File: src/rtl/rr_arb_pkg.sv
// Shared types and helpers for the 4-requester round-robin arbiter:
// FSM state encoding, requester count, rotating priority pick and one-hot decode.
package rr_arb_pkg;

    localparam int N_REQ = 4;

    typedef enum logic [0:0] {
        IDLE  = 1'b0,
        GRANT = 1'b1
    } state_e;

    // First set request found scanning ptr, ptr+1, ... mod 4, as a one-hot vector.
    function automatic logic [3:0] rr_pick(input logic [3:0] req, input logic [1:0] ptr);
        logic [3:0] gnt;
        logic       found;
        logic [1:0] idx;
        gnt   = 4'b0000;
        found = 1'b0;
        for (int i = 0; i < 4; i++) begin
            idx = ptr + 2'(i);
            if (!found && req[idx]) begin
                gnt[idx] = 1'b1;
                found    = 1'b1;
            end else begin
                found = found;
            end
        end
        return gnt;
    endfunction

    function automatic logic [1:0] onehot2idx(input logic [3:0] oh);
        logic [1:0] idx;
        case (oh)
            4'b0001: idx = 2'd0;
            4'b0010: idx = 2'd1;
            4'b0100: idx = 2'd2;
            4'b1000: idx = 2'd3;
            default: idx = 2'd0;
        endcase
        return idx;
    endfunction

endpackage

File: src/rtl/rr_prio_mask4.sv
// Combinational rotate-and-priority-pick: one-hot winner among req starting at ptr.
module rr_prio_mask4
    import rr_arb_pkg::*;
(
    input  logic [3:0] req,
    input  logic [1:0] ptr,
    output logic [3:0] gnt
);

    // Rotating priority selection
    always_comb begin
        gnt = rr_pick(req, ptr);
    end

endmodule

File: src/rtl/rr_arb4_onehot.sv
// Round-robin arbiter driving a registered one-hot grant into a 4-to-2 one-hot encoder.
// Optional forced-release hold timeout enabled by defining ARB_HOLD_TIMEOUT_EN.
module rr_arb4_onehot
    import rr_arb_pkg::*;
#(
    parameter int N_REQ    = rr_arb_pkg::N_REQ,
    parameter int MAX_HOLD = 8
) (
    input  logic       clk,
    input  logic       rst_n,
    input  logic [3:0] req,
    input  logic       done,
    output logic [3:0] g,
    output logic       gnt_valid,
    output logic       timeout
);

    if (N_REQ != 4) begin : g_bad_n_req
        $error("rr_arb4_onehot: N_REQ must be 4 to match the encoder width");
    end
    if ((MAX_HOLD < 2) || (MAX_HOLD > 255)) begin : g_bad_max_hold
        $error("rr_arb4_onehot: MAX_HOLD must lie in 2..255");
    end

    state_e     state_q, state_d;
    logic [1:0] ptr_q, ptr_d;
    logic [3:0] g_q, g_d;
    logic       gv_q, gv_d;
    logic       timeout_q, timeout_d;
    logic [3:0] pick_s;
    logic [1:0] sel_s;
    logic       release_s;
`ifdef ARB_HOLD_TIMEOUT_EN
    logic [7:0] hold_cnt_q, hold_cnt_d;
`endif

    rr_prio_mask4 u_pick (
        .req (req),
        .ptr (ptr_q),
        .gnt (pick_s)
    );

    // The owner is recovered from the held one-hot grant, so no separate index flop is kept
    always_comb begin
        sel_s     = onehot2idx(g_q);
        release_s = done | ~req[sel_s];
    end

    // Next-state, grant and pointer update
    always_comb begin
        state_d   = state_q;
        ptr_d     = ptr_q;
        g_d       = g_q;
        gv_d      = gv_q;
        timeout_d = 1'b0;
`ifdef ARB_HOLD_TIMEOUT_EN
        hold_cnt_d = hold_cnt_q;
`endif
        case (state_q)
            IDLE: begin
                if (req != 4'b0000) begin
                    g_d     = pick_s;
                    gv_d    = 1'b1;
                    state_d = GRANT;
`ifdef ARB_HOLD_TIMEOUT_EN
                    hold_cnt_d = 8'd0;
`endif
                end else begin
                    g_d  = 4'b0000;
                    gv_d = 1'b0;
                end
            end
            GRANT: begin
                if (release_s) begin
                    g_d     = 4'b0000;
                    gv_d    = 1'b0;
                    ptr_d   = sel_s + 2'd1;
                    state_d = IDLE;
`ifdef ARB_HOLD_TIMEOUT_EN
                end else if (hold_cnt_q == 8'(MAX_HOLD - 1)) begin
                    // Forced release behaves exactly like a normal one, plus the pulse
                    g_d       = 4'b0000;
                    gv_d      = 1'b0;
                    ptr_d     = sel_s + 2'd1;
                    state_d   = IDLE;
                    timeout_d = 1'b1;
                end else begin
                    hold_cnt_d = hold_cnt_q + 8'd1;
                end
`else
                end else begin
                    g_d = g_q;
                end
`endif
            end
            default: begin
                state_d = IDLE;
                g_d     = 4'b0000;
                gv_d    = 1'b0;
            end
        endcase
    end

    // State, pointer and registered outputs
    always_ff @(posedge clk or negedge rst_n) begin
        if (!rst_n) begin
            state_q   <= IDLE;
            ptr_q     <= 2'd0;
            g_q       <= 4'b0000;
            gv_q      <= 1'b0;
            timeout_q <= 1'b0;
`ifdef ARB_HOLD_TIMEOUT_EN
            hold_cnt_q <= 8'd0;
`endif
        end else begin
            state_q   <= state_d;
            ptr_q     <= ptr_d;
            g_q       <= g_d;
            gv_q      <= gv_d;
            timeout_q <= timeout_d;
`ifdef ARB_HOLD_TIMEOUT_EN
            hold_cnt_q <= hold_cnt_d;
`endif
        end
    end

    assign g         = g_q;
    assign gnt_valid = gv_q;
`ifdef ARB_HOLD_TIMEOUT_EN
    assign timeout   = timeout_q;
`else
    assign timeout   = 1'b0;
`endif

endmodule

File: config.mk
export PLATFORM = sky130hd
export DESIGN_NAME = rr_arb4_onehot
export DESIGN_NICKNAME = d
export VERILOG_FILES = /design/src/rtl/rr_arb_pkg.sv /design/src/rtl/rr_prio_mask4.sv /design/src/rtl/rr_arb4_onehot.sv
export SDC_FILE = /design/constraint.sdc
export NUM_CORES = 1
export LEC_CHECK = 0
export ABC_AREA = 1
export BUFFER_PORTS_ARGS = -buffer_cell sky130_fd_sc_hd__buf_2
export CELL_PAD_IN_SITES_DETAIL_PLACEMENT = 0
export CELL_PAD_IN_SITES_GLOBAL_PLACEMENT = 1
export CORE_MARGIN = 2
export CORE_UTILIZATION = 35
export CTS_CLUSTER_DIAMETER = 200
export DETAILED_ROUTE_END_ITERATION = 8
export PLACE_DENSITY = 0.8
export SETUP_SLACK_MARGIN = 0.15
export SLEW_MARGIN = 15
export SYNTH_ARGS = -nofsm -noshare
export SYNTH_HDL_FRONTEND = slang
export SYNTH_SLANG_ARGS = --single-unit
export TNS_END_PERCENT = 1
File: constraint.sdc
create_clock -name clk -period 1.7 [get_ports clk]
set_input_delay 0.34 -clock clk [delete_from_list [all_inputs] [get_ports clk]]
set_output_delay 0.34 -clock clk [all_outputs]
set_load 0.01 [all_outputs]
# After elaboration in Yosys (flattened, before gate mapping)
# Index checks and enable logic that the tools add are counted.
[classes]
add_sub_neg = 4
order_cmp = 9
eq_ne = 4
muxes = 34
bitwise = 6
reduce_logical = 12
[ops]
columns = ["op", "n"]
rows = [
  ["4-bit 2-to-1 mux", 6],
  ["2-bit by 3-bit less-than comparator with 1-bit output, second input constant", 5],
  ["1-bit 2-to-1 mux", 15],
  ["4-bit OR", 3],
  ["1-bit binary-select mux with 2-bit select", 5],
  ["1-bit demux with 2-bit select", 4],
  ["2-bit by 1-bit greater-or-equal comparator with 1-bit output, second input constant", 4],
  ["4-bit one-hot mux with 2 select lines", 1],
  ["1-bit logical AND", 7],
  ["2-bit one-hot mux with 3 select lines", 1],
  ["2-bit by 1-bit adder with 2-bit output, second input constant", 2],
  ["2-bit adder, second input constant", 2],
  ["4-bit by 2-bit equality test with 1-bit output, second input constant", 1],
  ["4-bit by 3-bit equality test with 1-bit output, second input constant", 1],
  ["4-bit equality test, second input constant", 1],
  ["1-bit one-hot mux with 2 select lines", 2],
  ["4-bit nonzero test", 1],
  ["1-bit zero test", 3],
  ["2-bit by 1-bit inequality test with 1-bit output, second input constant", 1],
  ["1-bit NOT", 2],
  ["2-bit AND reduction", 1],
  ["1-bit OR", 1],
]
[word_totals]
regBits = 8
inputBits = 7
output_inout_bits = 6
elab_cells = 73

# Depth between registers and ports, before layout
# Gate-level depths: netlist of run 1.
[depth]
depth_word = 14
mapped_depth = 12
depth_no_buf = 11

# Cells and area by module
# From an unflattened synthesis of run 1, not the netlist that was laid out.
[unflattened]
cells_unflattened = 138
hier_area_um2 = 887.1
[modules_own_cells]
columns = ["module", "instances", "cells_per_inst", "area_each_um2"]
rows = [
  ["rr_arb4_onehot", 1, 65, 488.0],
  ["rr_prio_mask4", 1, 73, 399.1],
]

# Worst setup path before layout of run 1
# No wires, ideal clock.
[synth_timing]
path_kind = "register -> register"
startpoint = "reg ptr_q[1]"
endpoint = "reg g_q[0] (netlist: g[0])"
setup_ps = 66
arrival_ps = 1597
path_slack_ps = 37
path_stages_with_launch = 12
path_buffers = 0
period_less_slack_ps = 1663
cell_sequence = "dfrtp_1 inv_1 ha_1 inv_1 nand3_1 nand2_1 nand2_4 nor2_4 nand2_1 nand3_1 nand2_1 nand2_1"
[synth_via]
elab_chain_len = 14
elab_cells_between_ends = 49
classes_between = "add/sub (3); order compare (8); mux (25); bitwise (3); reduce/logical (10)"
[synth_rtl]
columns = ["element", "line_no", "source"]
rows = [
  ["from (decl)", "rr_arb4_onehot.sv:26", "logic [1:0] ptr_q, ptr_d;"],
  ["from (signal assigned)", "rr_arb4_onehot.sv:117", "ptr_q <= ptr_d;"],
  ["parallel branches: the longest is 11 deep, another holds 2-bit by 3-bit less-than comparator with 1-bit output", "--", ""],
  ["4-bit 2-to-1 mux (*)", "rr_arb_pkg.sv:21", "if (!found && req[idx]) begin"],
  ["4-bit 2-to-1 mux (*)", "rr_arb4_onehot.sv:61", "if (req != 4'b0000) begin"],
  ["4-bit one-hot mux with 2 select lines (*)", "rr_arb4_onehot.sv:59", "case (state_q)"],
  ["to (signal assigned)", "rr_arb4_onehot.sv:118", "g_q <= g_d;"],
  ["to (decl)", "rr_arb4_onehot.sv:27", "logic [3:0] g_q, g_d;"],
]
# Mark *: on every way between the ends. The select of a mux whose other input is x is not followed.
# A chain may end at the register's enable or synchronous reset.

# Worst setup path after layout of run 1
[layout_timing]
startpoint = "reg ptr_q[0]"
endpoint = "reg g_q[1] (netlist: g[1])"
# Same word-level chain as after synthesis.

==> results_dict.tcl, run 1 <==
set metrics [dict create \
    grt-ovfl-total 0 \
    ys_types 22 \
    synth-seq-cells 8 \
    min_period_ns 1.47 \
    area_delta_synth_final_pct 28.0 \
    cpMostUsedCell "nand2_1" \
    antenna_found_initial 0 \
    post_drt_via_cell_ratio 5.04 \
    power_density_nw_per_um2 2040 \
    slew_headroom_pct 67.0 \
    drive_gt1_share_pct 37.7 \
    grt_pass1_wl_mm 3.46 \
    rsz0062_at_grt "yes" \
    place.gp.congestion 0.823 \
    n_antenna_cell 0 \
    r2r_start "ptr_q[0]" \
    die_h_um 54.0 \
    final.fill_count 251 \
    hold_class "input port to register" \
    synth_top_area_share_pct 22.9 \
    rows 18 \
    initial_core_util_pct 36.0 \
    tightestPinTransition_ns 0.488 \
    fmax_mhz 680 \
    cts_buffers 3 \
    die_w_um 54.0 \
    dp.cells 172 \
    min_to "gnt_valid" \
    grt.total_usage_pct 15.7 \
    hold_depth 3 \
    ys.warnings.count 0 \
    fin_setup_tns_ns 0 \
    syn_area_per_cell_sq_um 6.69 \
    reg2reg_depth 11 \
    io_pins 13 \
    port_buffers 11 \
    fin_skew_ns 0.00634 \
    drt_iter0_drc 20 \
    slowest_delay_ns 0.45 \
    report.final.slew_viol_count 0 \
    critical_path_arrival_ns 1.67 \
    synth_area_sq_um 876 \
    dpl_cell_area_sq_um 985 \
    cts-root-buf "clkbuf_4" \
    synth_largest_area_cell "dfrtp_1" \
    synth_edf_count 0 \
    hold_violations 0 \
    vias 913 \
    run_status "complete, no violations" \
    maxCapViolCount 0 \
    clk_latency_ns 0.26 \
    syn_nets 145 \
    clk_pin_slew_worst_paths_ns 0.06 \
    cts_tree "done" \
    synthArstFlopShare_pct 100 \
    htree_levels 1 \
    crit_type "register to register" \
    r2r_slack_ns 0.23 \
    min-delay-start "req[3]" \
    synth_most_common_cell "nand2_1" \
    grt_max_degree 12 \
    peakVddDrop_mv 0.991 \
    crit_path_top_delay_cell "dfrtp_2" \
    first_global_vias 800 \
    dpl.hpwl_mm 1.60 \
    stdcell_area_sq_um 1120 \
    core_area_sq_um 2430 \
    cp-end-kind "register" \
    wl_mm 2.14 \
    crit_fanout 4 \
    reg2reg_to "g[1]" \
    synthFlopType "dfrtp_1" \
    floorplan.die_area_sq_um 2920 \
    ctsLongestPathBuffers 2 \
    synth_common_cells "47 x nand2_1, 24 x nand3_1, 8 x dfrtp_1, 8 x inv_1, 7 x ha_1" \
    antenna_left 0 \
    synthTopCellsByArea "dfrtp_1 23%, nand2_1 20%, nand3_1 14%" \
    worstSetupStartpointType "register" \
    crit_chain "inv_8, ha_4, inv_4, nand3_2, nand2_2, nand2_4, nor2_4, nand2_1, nand3_1, nand2_1, nand2_1" \
    power_leakage_nw 0.600 \
    required_ns 1.90 \
    setup_viol 0 \
    first_pass_iters 4 \
    seq_area_frac_synth_pct 22.9 \
    instances_no_fill 181 \
    wl_per_cell_um 11.8 \
    drc 0 \
    cts.sinks 8 \
    synth_cells 131 \
    fin_crit_sh_pct 86.5 \
    holdWs_ns 0.428 \
    fin_nets 166 \
]
## registers in the layout (all words and copies together), names as in the netlist
register and count:
state_q 1, ptr_q 2, gnt_valid 1, g 4
## how the worst max path moves through the flow
stage / startpoint / to / slack (ns) / cells after the start
finish: ptr_q[0] / g[1] / 0.23 / 11
global placement: ptr_q[0] / g[2] / 0.16 / 10
CTS: ptr_q[1] / g[2] / 0.16 / 11
detailed placement: ptr_q[1] / g[2] / 0.13 / 11
floorplan: ptr_q[0] / g[0] / 0.16 / 12
global route: ptr_q[0] / g[1] / 0.10 / 11
## per-stage QoR
stage,total power [mW],utilization (%),worst slack [ns]
detailed placement,1.83,40.5,0.125
global placement,1.81,40.5,0.158
global route,2.50,46.1,0.103
floorplan,1.50,-,0.158
finish,2.29,46.1,0.229
CTS,2.03,42.4,0.160
## power breakdown
group,internal (mW),switching [mW]
Clock,0.0904,0.0739
Sequential,0.275,0.110
Combinational,0.696,1.04
Total,1.06,1.23
## final cells by class
| class | count | area [sq um] | share of cell area (%) |
|---|---|---|---|
| multi-input cells | 105 | 657 | 58.6 |
| well taps | 30 | 37.5 | 3.35 |
| inverters | 15 | 68.8 | 6.14 |
| repair buffers | 19 | 129 | 11.5 |
| flip-flops and latches | 8 | 203 | 18.1 |
| clock buffers | 4 | 26.3 | 2.34 |
## cell families (layout without fill, tap and decap cells)
group                    Yosys count  count (layout)  synth area share (%)
flip-flops                         8               8                  22.9
buffers and inverters             18              38                  9.57
adder cells (fa/ha/maj)            7               7                  10.0
AND/OR/NAND/NOR                   94              94                  55.0
other                              1               1                 0.428
AO/OA/AOI/OAI                      3               3                  2.14
## cells in the final DEF, fill, tap and decap left out, types with 3 or more instances in the layout
cell type | Yosys | final
inv_2 | 2 | 3
ha_1 | 7 | 6
nand4_1 | 5 | 5
nand2_2 | 4 | 10
clkinv_1 | 4 | 3
dfrtp_1 | 8 | 6
nand3_2 | 0 | 6
nand3_1 | 24 | 18
nand2_4 | 4 | 4
inv_1 | 8 | 6
buf_4 | 1 | 5
nand2_1 | 47 | 41
clkbuf_4 | 0 | 3
buf_2 | 0 | 11
nor2_2 | 0 | 3
## critical path, delay by kind of cell, from the launching register on
kind | cells | cell delay, ns
simple gates | 8 | 0.61
flops | 1 | 0.45
fa+ha+maj | 1 | 0.21
buf+inv | 2 | 0.14
## layer usage
layer / GRT usage (%) / up-vias / part of all wire [%]
li1: - / 459 / -
met1: 21.8 / 430 / 44
met2: 26.6 / 22 / 52
met3: 0.833 / 2 / 3.3
met4: 3.75 / 0 / 0.84
met5: 0 / - / 0
## what timing repair did
action	CTS	global route
pin swaps	0	12
hold endpoints to repair	8	0
gates cloned	0	0
hold buffers	1	0
gates resized for setup	5	18
endpoints found under the setup margin	3	6
buffers inserted	0	4
(Power assumes the default switching activity.)
==> run 2: changes to the inputs <==
Clock period 1.7 ns to 1.3 ns, I/O delays scaled along.
==> run 2 against run 1 <==
The flow now finishes with violations (setup timing); combinational power is 47% higher; worst setup slack lost 0.39 ns; sequential share of layout area shrank 1.8 points; register-to-register slack got worse by 0.39 ns.
==> results_dict.tcl, run 2 (synthesized netlist as in run 1, its figures left out) <==
set metrics [dict create \
    run_status "complete, but fails checks" \
    violations "setup timing" \
    initial_core_util_pct 36.0 \
    peakVddDrop_mv 1.35 \
    worstSetupStartpointType "register" \
    n_antenna_cell 0 \
    power.switching_mw 1.62 \
    dp.cells 188 \
    drc 0 \
    cts.sinks 8 \
    fmax_mhz 683 \
    fin_setup_tns_ns -0.817 \
    fin_nets 179 \
    first_pass_iters 4 \
    clk_latency_ns 0.26 \
    power_leakage_nw 0.673 \
    htree_levels 1 \
    crit_path_top_delay_cell "dfrtp_2" \
    grt_pass1_wl_mm 3.71 \
    io_pins 13 \
    setup_viol 7 \
    antenna_found_initial 0 \
    cp_top_family "simple AND/OR/NAND/NOR gates" \
    required_ns 1.50 \
    slowest_delay_ns 0.45 \
    first_global_vias 870 \
    min_period_ns 1.46 \
    place.gp.congestion 0.854 \
    dpl.hpwl_mm 1.78 \
    port_buffers 11 \
    cts-root-buf "clkbuf_4" \
    final_cell_mix "38 x nand2_1, 19 x nand3_1, 17 x buf_4" \
    core_area_sq_um 2430 \
    final_common_cell "nand2_1" \
    report.final.slew_viol_count 0 \
    crit_type "register to register" \
    critical_path_arrival_ns 1.66 \
    die_w_um 54.0 \
    crit_fanout 4 \
    grt_max_degree 9 \
    p_sw_share_pct 50.2 \
    internal_power_mw 1.61 \
    p_comb_share_pct 78.9 \
    instances_no_fill 194 \
    grt.total_usage_pct 17.3 \
    wl_mm 2.25 \
    cpMostUsedCell "nand2_1" \
    cts_buffers 3 \
    antenna_left 0 \
    cp-end-kind "register" \
    area_delta_synth_final_pct 42.1 \
    clk_pin_slew_worst_paths_ns 0.06 \
    ctsLongestPathBuffers 2 \
    die_h_um 54.0 \
    grt-ovfl-total 0 \
    rsz0062_at_grt "yes" \
    floorplan.die_area_sq_um 2920 \
    sequentialPowerShare_pct 14.4 \
    rows 18 \
    drive_gt1_share_pct 43.9 \
    vias 935 \
    hold_class "input port to register" \
    pwr-share-clk_pct 6.6 \
    fin_skew_ns 0.00821 \
    post_drt_via_cell_ratio 4.82 \
    maxCapViolCount 0 \
    fin_ws_ns -0.164 \
    cts_tree "done" \
    power_density_nw_per_um2 2600 \
    hold_violations 0 \
    worst-path-buf-inv 2 \
    crit_chain "inv_8, ha_4, inv_4, nand3_2, nand2_2, nand2_4, nor2_4, nand2_1, nand3_1, nand2_1, nand2_1" \
    largest_reg_flops 4 \
    fin_crit_sh_pct 113 \
    wl_per_cell_um 11.6 \
    drt_iter0_drc 15 \
]
run 2: cell types whose count changed in the layout (fill, tap and decap cells not counted), sizes merged:
| cell | previous run | this run |
|---|---|---|
| buf | 18 | 31 |
run 2: per-layer routing:
layer | vias up | wire [um] | track usage (%)
met1 | 439 | 1020 | 22.4
met3 | 2 | 45 | 3.33
met2 | 11 | 1180 | 30.1
li1 | 483 | - | -
met5 | - | 0 | 0
met4 | 0 | 12 | 2.50
run 2: final cells by class:
class	count	area (sq um)
Tap cell	30	37.5
Sequential cell	8	203
Fill cell	259	1190
Inverter	15	66.3
Clock buffer	4	26.3
Multi-Input combinational cell	105	664
Timing Repair Buffer	32	248
run 2: power groups by stage:
stage                     sequential, mW  combinational [mW]  clock, mW
after floorplan                    0.486                1.53          0
after global placement             0.454                2.29          0
after detailed placement           0.458                2.32          0
after CTS                          0.465                2.39      0.216
after global routing               0.481                2.83      0.231
final                              0.467                2.55      0.215
run 2: repair_timing:
item | CTS | global route
setup buffers | 0 | 1
resized for setup | 8 | 14
setup endpoints to repair | 12 | 12
hold endpoints to repair | 8 | 0
pin swaps | 5 | 12
hold buffers | 1 | 0
run 2: stage by stage:
step	area (sq um)	setup WS, ns	hold slack [ns]	util, %	power (mW)
after detailed placement	1130	-0.216	0.111	46.3	2.78
after global placement	1130	-0.195	0.117	46.3	2.75
after CTS	1190	-0.191	0.316	49.0	3.07
after floorplan	902	-0.192	-0.0356	-	2.01
after global routing	1240	-0.278	0.341	51.2	3.55
final	1240	-0.164	0.319	51.2	3.24
run 2: worst register-to-register path, cell delays in order (launching register included):
cell and delay (ns):
dfrtp_2 0.45, inv_8 0.07, ha_4 0.21, inv_4 0.07, nand3_2 0.06, nand2_2 0.09
nand2_4 0.07, nor2_4 0.12, nand2_1 0.07, nand3_1 0.06, nand2_1 0.06, nand2_1 0.06
run 2: final timing paths:
check | start | to | slack (ns) | cells after the start
min in group asynchronous | rst_n | state_q | 0.38 | 2
min | req[3] | gnt_valid | 0.32 | 3
max in group asynchronous | rst_n | ptr_q[0] | 0.73 | 2
min reg2reg | gnt_valid | gnt_valid | 0.53 | 2
max | ptr_q[0] | g[0] | -0.16 | 11
max reg2reg | ptr_q[0] | g[0] | -0.16 | 11
==> run 3: changes to the inputs <==
Settings changed: MAX_ROUTING_LAYER set to met4.
==> run 3 against run 2 <==
The run still ends with setup timing left; routed wire length up 1.9%; final cell count fell by 0.52%; largest cell class unchanged; critical path depth shrank 2.
==> results_dict.tcl, run 3 (synthesized netlist as in run 1, its figures left out) <==
set metrics [dict create \
    largest_reg_flops 4 \
    drt_iter0_drc 25 \
    drc 0 \
    hold_violations 0 \
    first_pass_iters 4 \
    clk_pin_slew_worst_paths_ns 0.06 \
    initial_core_util_pct 36.0 \
    io_pins 13 \
    run_status "complete, but fails checks" \
    min_to "gnt_valid" \
    clk_latency_ns 0.26 \
    die_w_um 54.0 \
    hold_class "input port to register" \
    cp_top_family "flip-flops" \
    setup_viol 6 \
    cp-end-kind "register" \
    dpl.hpwl_mm 1.79 \
    min_period_ns 1.47 \
    n_antenna_cell 0 \
    reg2reg_depth 9 \
    area_delta_synth_final_pct 42.3 \
    worstSetupStartpointType "register" \
    antenna_left 0 \
    first_global_vias 871 \
    final_cell_mix "42 x nand2_1, 17 x nand3_1, 16 x buf_4" \
    cts.sinks 8 \
    p_comb_share_pct 79.6 \
    report.final.slew_viol_count 0 \
    cts_buffers 3 \
    vias 927 \
    cts-root-buf "clkbuf_4" \
    port_buffers 11 \
    ctsLongestPathBuffers 2 \
    sequentialPowerShare_pct 14.1 \
    internal_power_mw 1.64 \
    crit_path_top_delay_cell "dfrtp_2" \
    worst-path-buf-inv 3 \
    critical_path_arrival_ns 1.62 \
    cts_tree "done" \
    place.gp.congestion 0.912 \
    crit_chain "buf_4, buf_4, ha_1, nand3_2, nand2_1, clkinv_1, nand3_1, nand2_1, nand2_1" \
    rsz0062_at_grt "yes" \
    post_drt_via_cell_ratio 4.80 \
    power.switching_mw 1.66 \
    power_density_nw_per_um2 2640 \
    hold_depth 3 \
    r2r_start "ptr_q[0]" \
    wl_per_cell_um 11.9 \
    floorplan.die_area_sq_um 2920 \
    fin_nets 178 \
    fmax_mhz 679 \
    crit_type "register to register" \
    die_h_um 54.0 \
    rows 18 \
    wl_mm 2.30 \
    drive_gt1_share_pct 41.7 \
    slowest_delay_ns 0.45 \
    power_leakage_nw 0.668 \
    fin_ws_ns -0.174 \
    r2r_slack_ns -0.17 \
    reg2reg_to "g[2]" \
    grt.total_usage_pct 17.2 \
    antenna_found_initial 0 \
    fin_crit_sh_pct 113 \
    grt_max_degree 9 \
    required_ns 1.45 \
    holdWs_ns 0.332 \
    violations "setup timing" \
    final.fill_count 254 \
    power_mw 3.29 \
    peakVddDrop_mv 1.56 \
    pwr-share-clk_pct 6.3 \
    min-delay-start "req[3]" \
    final_common_cell "nand2_1" \
    fin_skew_ns 0.00430 \
    grt-ovfl-total 0 \
    core_area_sq_um 2430 \
    cpMostUsedCell "nand2_1" \
    grt_pass1_wl_mm 3.61 \
    p_sw_share_pct 50.3 \
    instances_no_fill 193 \
    crit_fanout 5 \
    maxCapViolCount 0 \
    dp.cells 187 \
    htree_levels 1 \
]
-- run 3: tightest hold or removal path, delay by kind of cell --
family | cells | cell delay [ns]
buffers and inverters | 1 | 0.12
AO/OA/AOI/OAI | 1 | 0.10
AND/OR/NAND/NOR | 1 | 0.07
-- run 3: what timing repair did --
action / in CTS / in global routing
endpoints found under the hold margin: 8 / 0
resized for setup: 9 / 9
pin swaps: 10 / 4
endpoints found under the setup margin: 12 / 12
hold buffers: 1 / 0
buffers inserted: 0 / 1
-- run 3: per-layer routing --
layer | share of wire [%] | GRT usage, % | vias up | wire [um]
li1 | - | - | 486 | -
met1 | 45 | 21.8 | 432 | 1030
met2 | 54 | 30.3 | 9 | 1230
met3 | 1.6 | 3.33 | 0 | 37
met4 | 0 | 0 | 0 | 0
met5 | 0 | - | - | 0
-- run 3: area by class of cell --
cell class / instances / area (sq um) / area share [%]
flip-flops and latches: 8 / 203 / 16.3
inverters: 15 / 66.3 / 5.32
repair buffers: 31 / 249 / 20.0
multi-input cells: 105 / 664 / 53.3
clock buffers: 4 / 26.3 / 2.11
well taps: 30 / 37.5 / 3.01
-- run 3: worst max path at each step --
stage / startpoint / to / slack [ns] / cells past startpoint
after floorplan: ptr_q[0] / g[0] / -0.19 / 12
after detailed placement: ptr_q[0] / g[0] / -0.23 / 11
after global placement: ptr_q[0] / g[0] / -0.19 / 11
final: ptr_q[0] / g[2] / -0.17 / 9
after CTS: ptr_q[0] / g[3] / -0.17 / 11
after global routing: ptr_q[0] / g[3] / -0.26 / 11
-- run 3: power groups by stage --
stage / Sequential, mW / Clock (mW) / Combinational, mW
2_1_floorplan: 0.486 / 0 / 1.53
3_3_place_gp: 0.453 / 0 / 2.32
3_5_place_dp: 0.455 / 0 / 2.36
4_1_cts: 0.464 / 0.211 / 2.46
5_1_grt: 0.478 / 0.222 / 2.89
6_report: 0.464 / 0.207 / 2.62
-- run 3: stage by stage --
step	utilization (%)	cell area, sq um	TNS (ns)	worst slack, ns
floorplan	-	902	-0.771	-0.192
global placement	46.6	1130	-0.875	-0.189
detailed placement	46.6	1130	-1.07	-0.227
CTS	49.4	1200	-0.816	-0.170
global route	51.2	1250	-1.63	-0.261
finish	51.2	1250	-0.818	-0.174
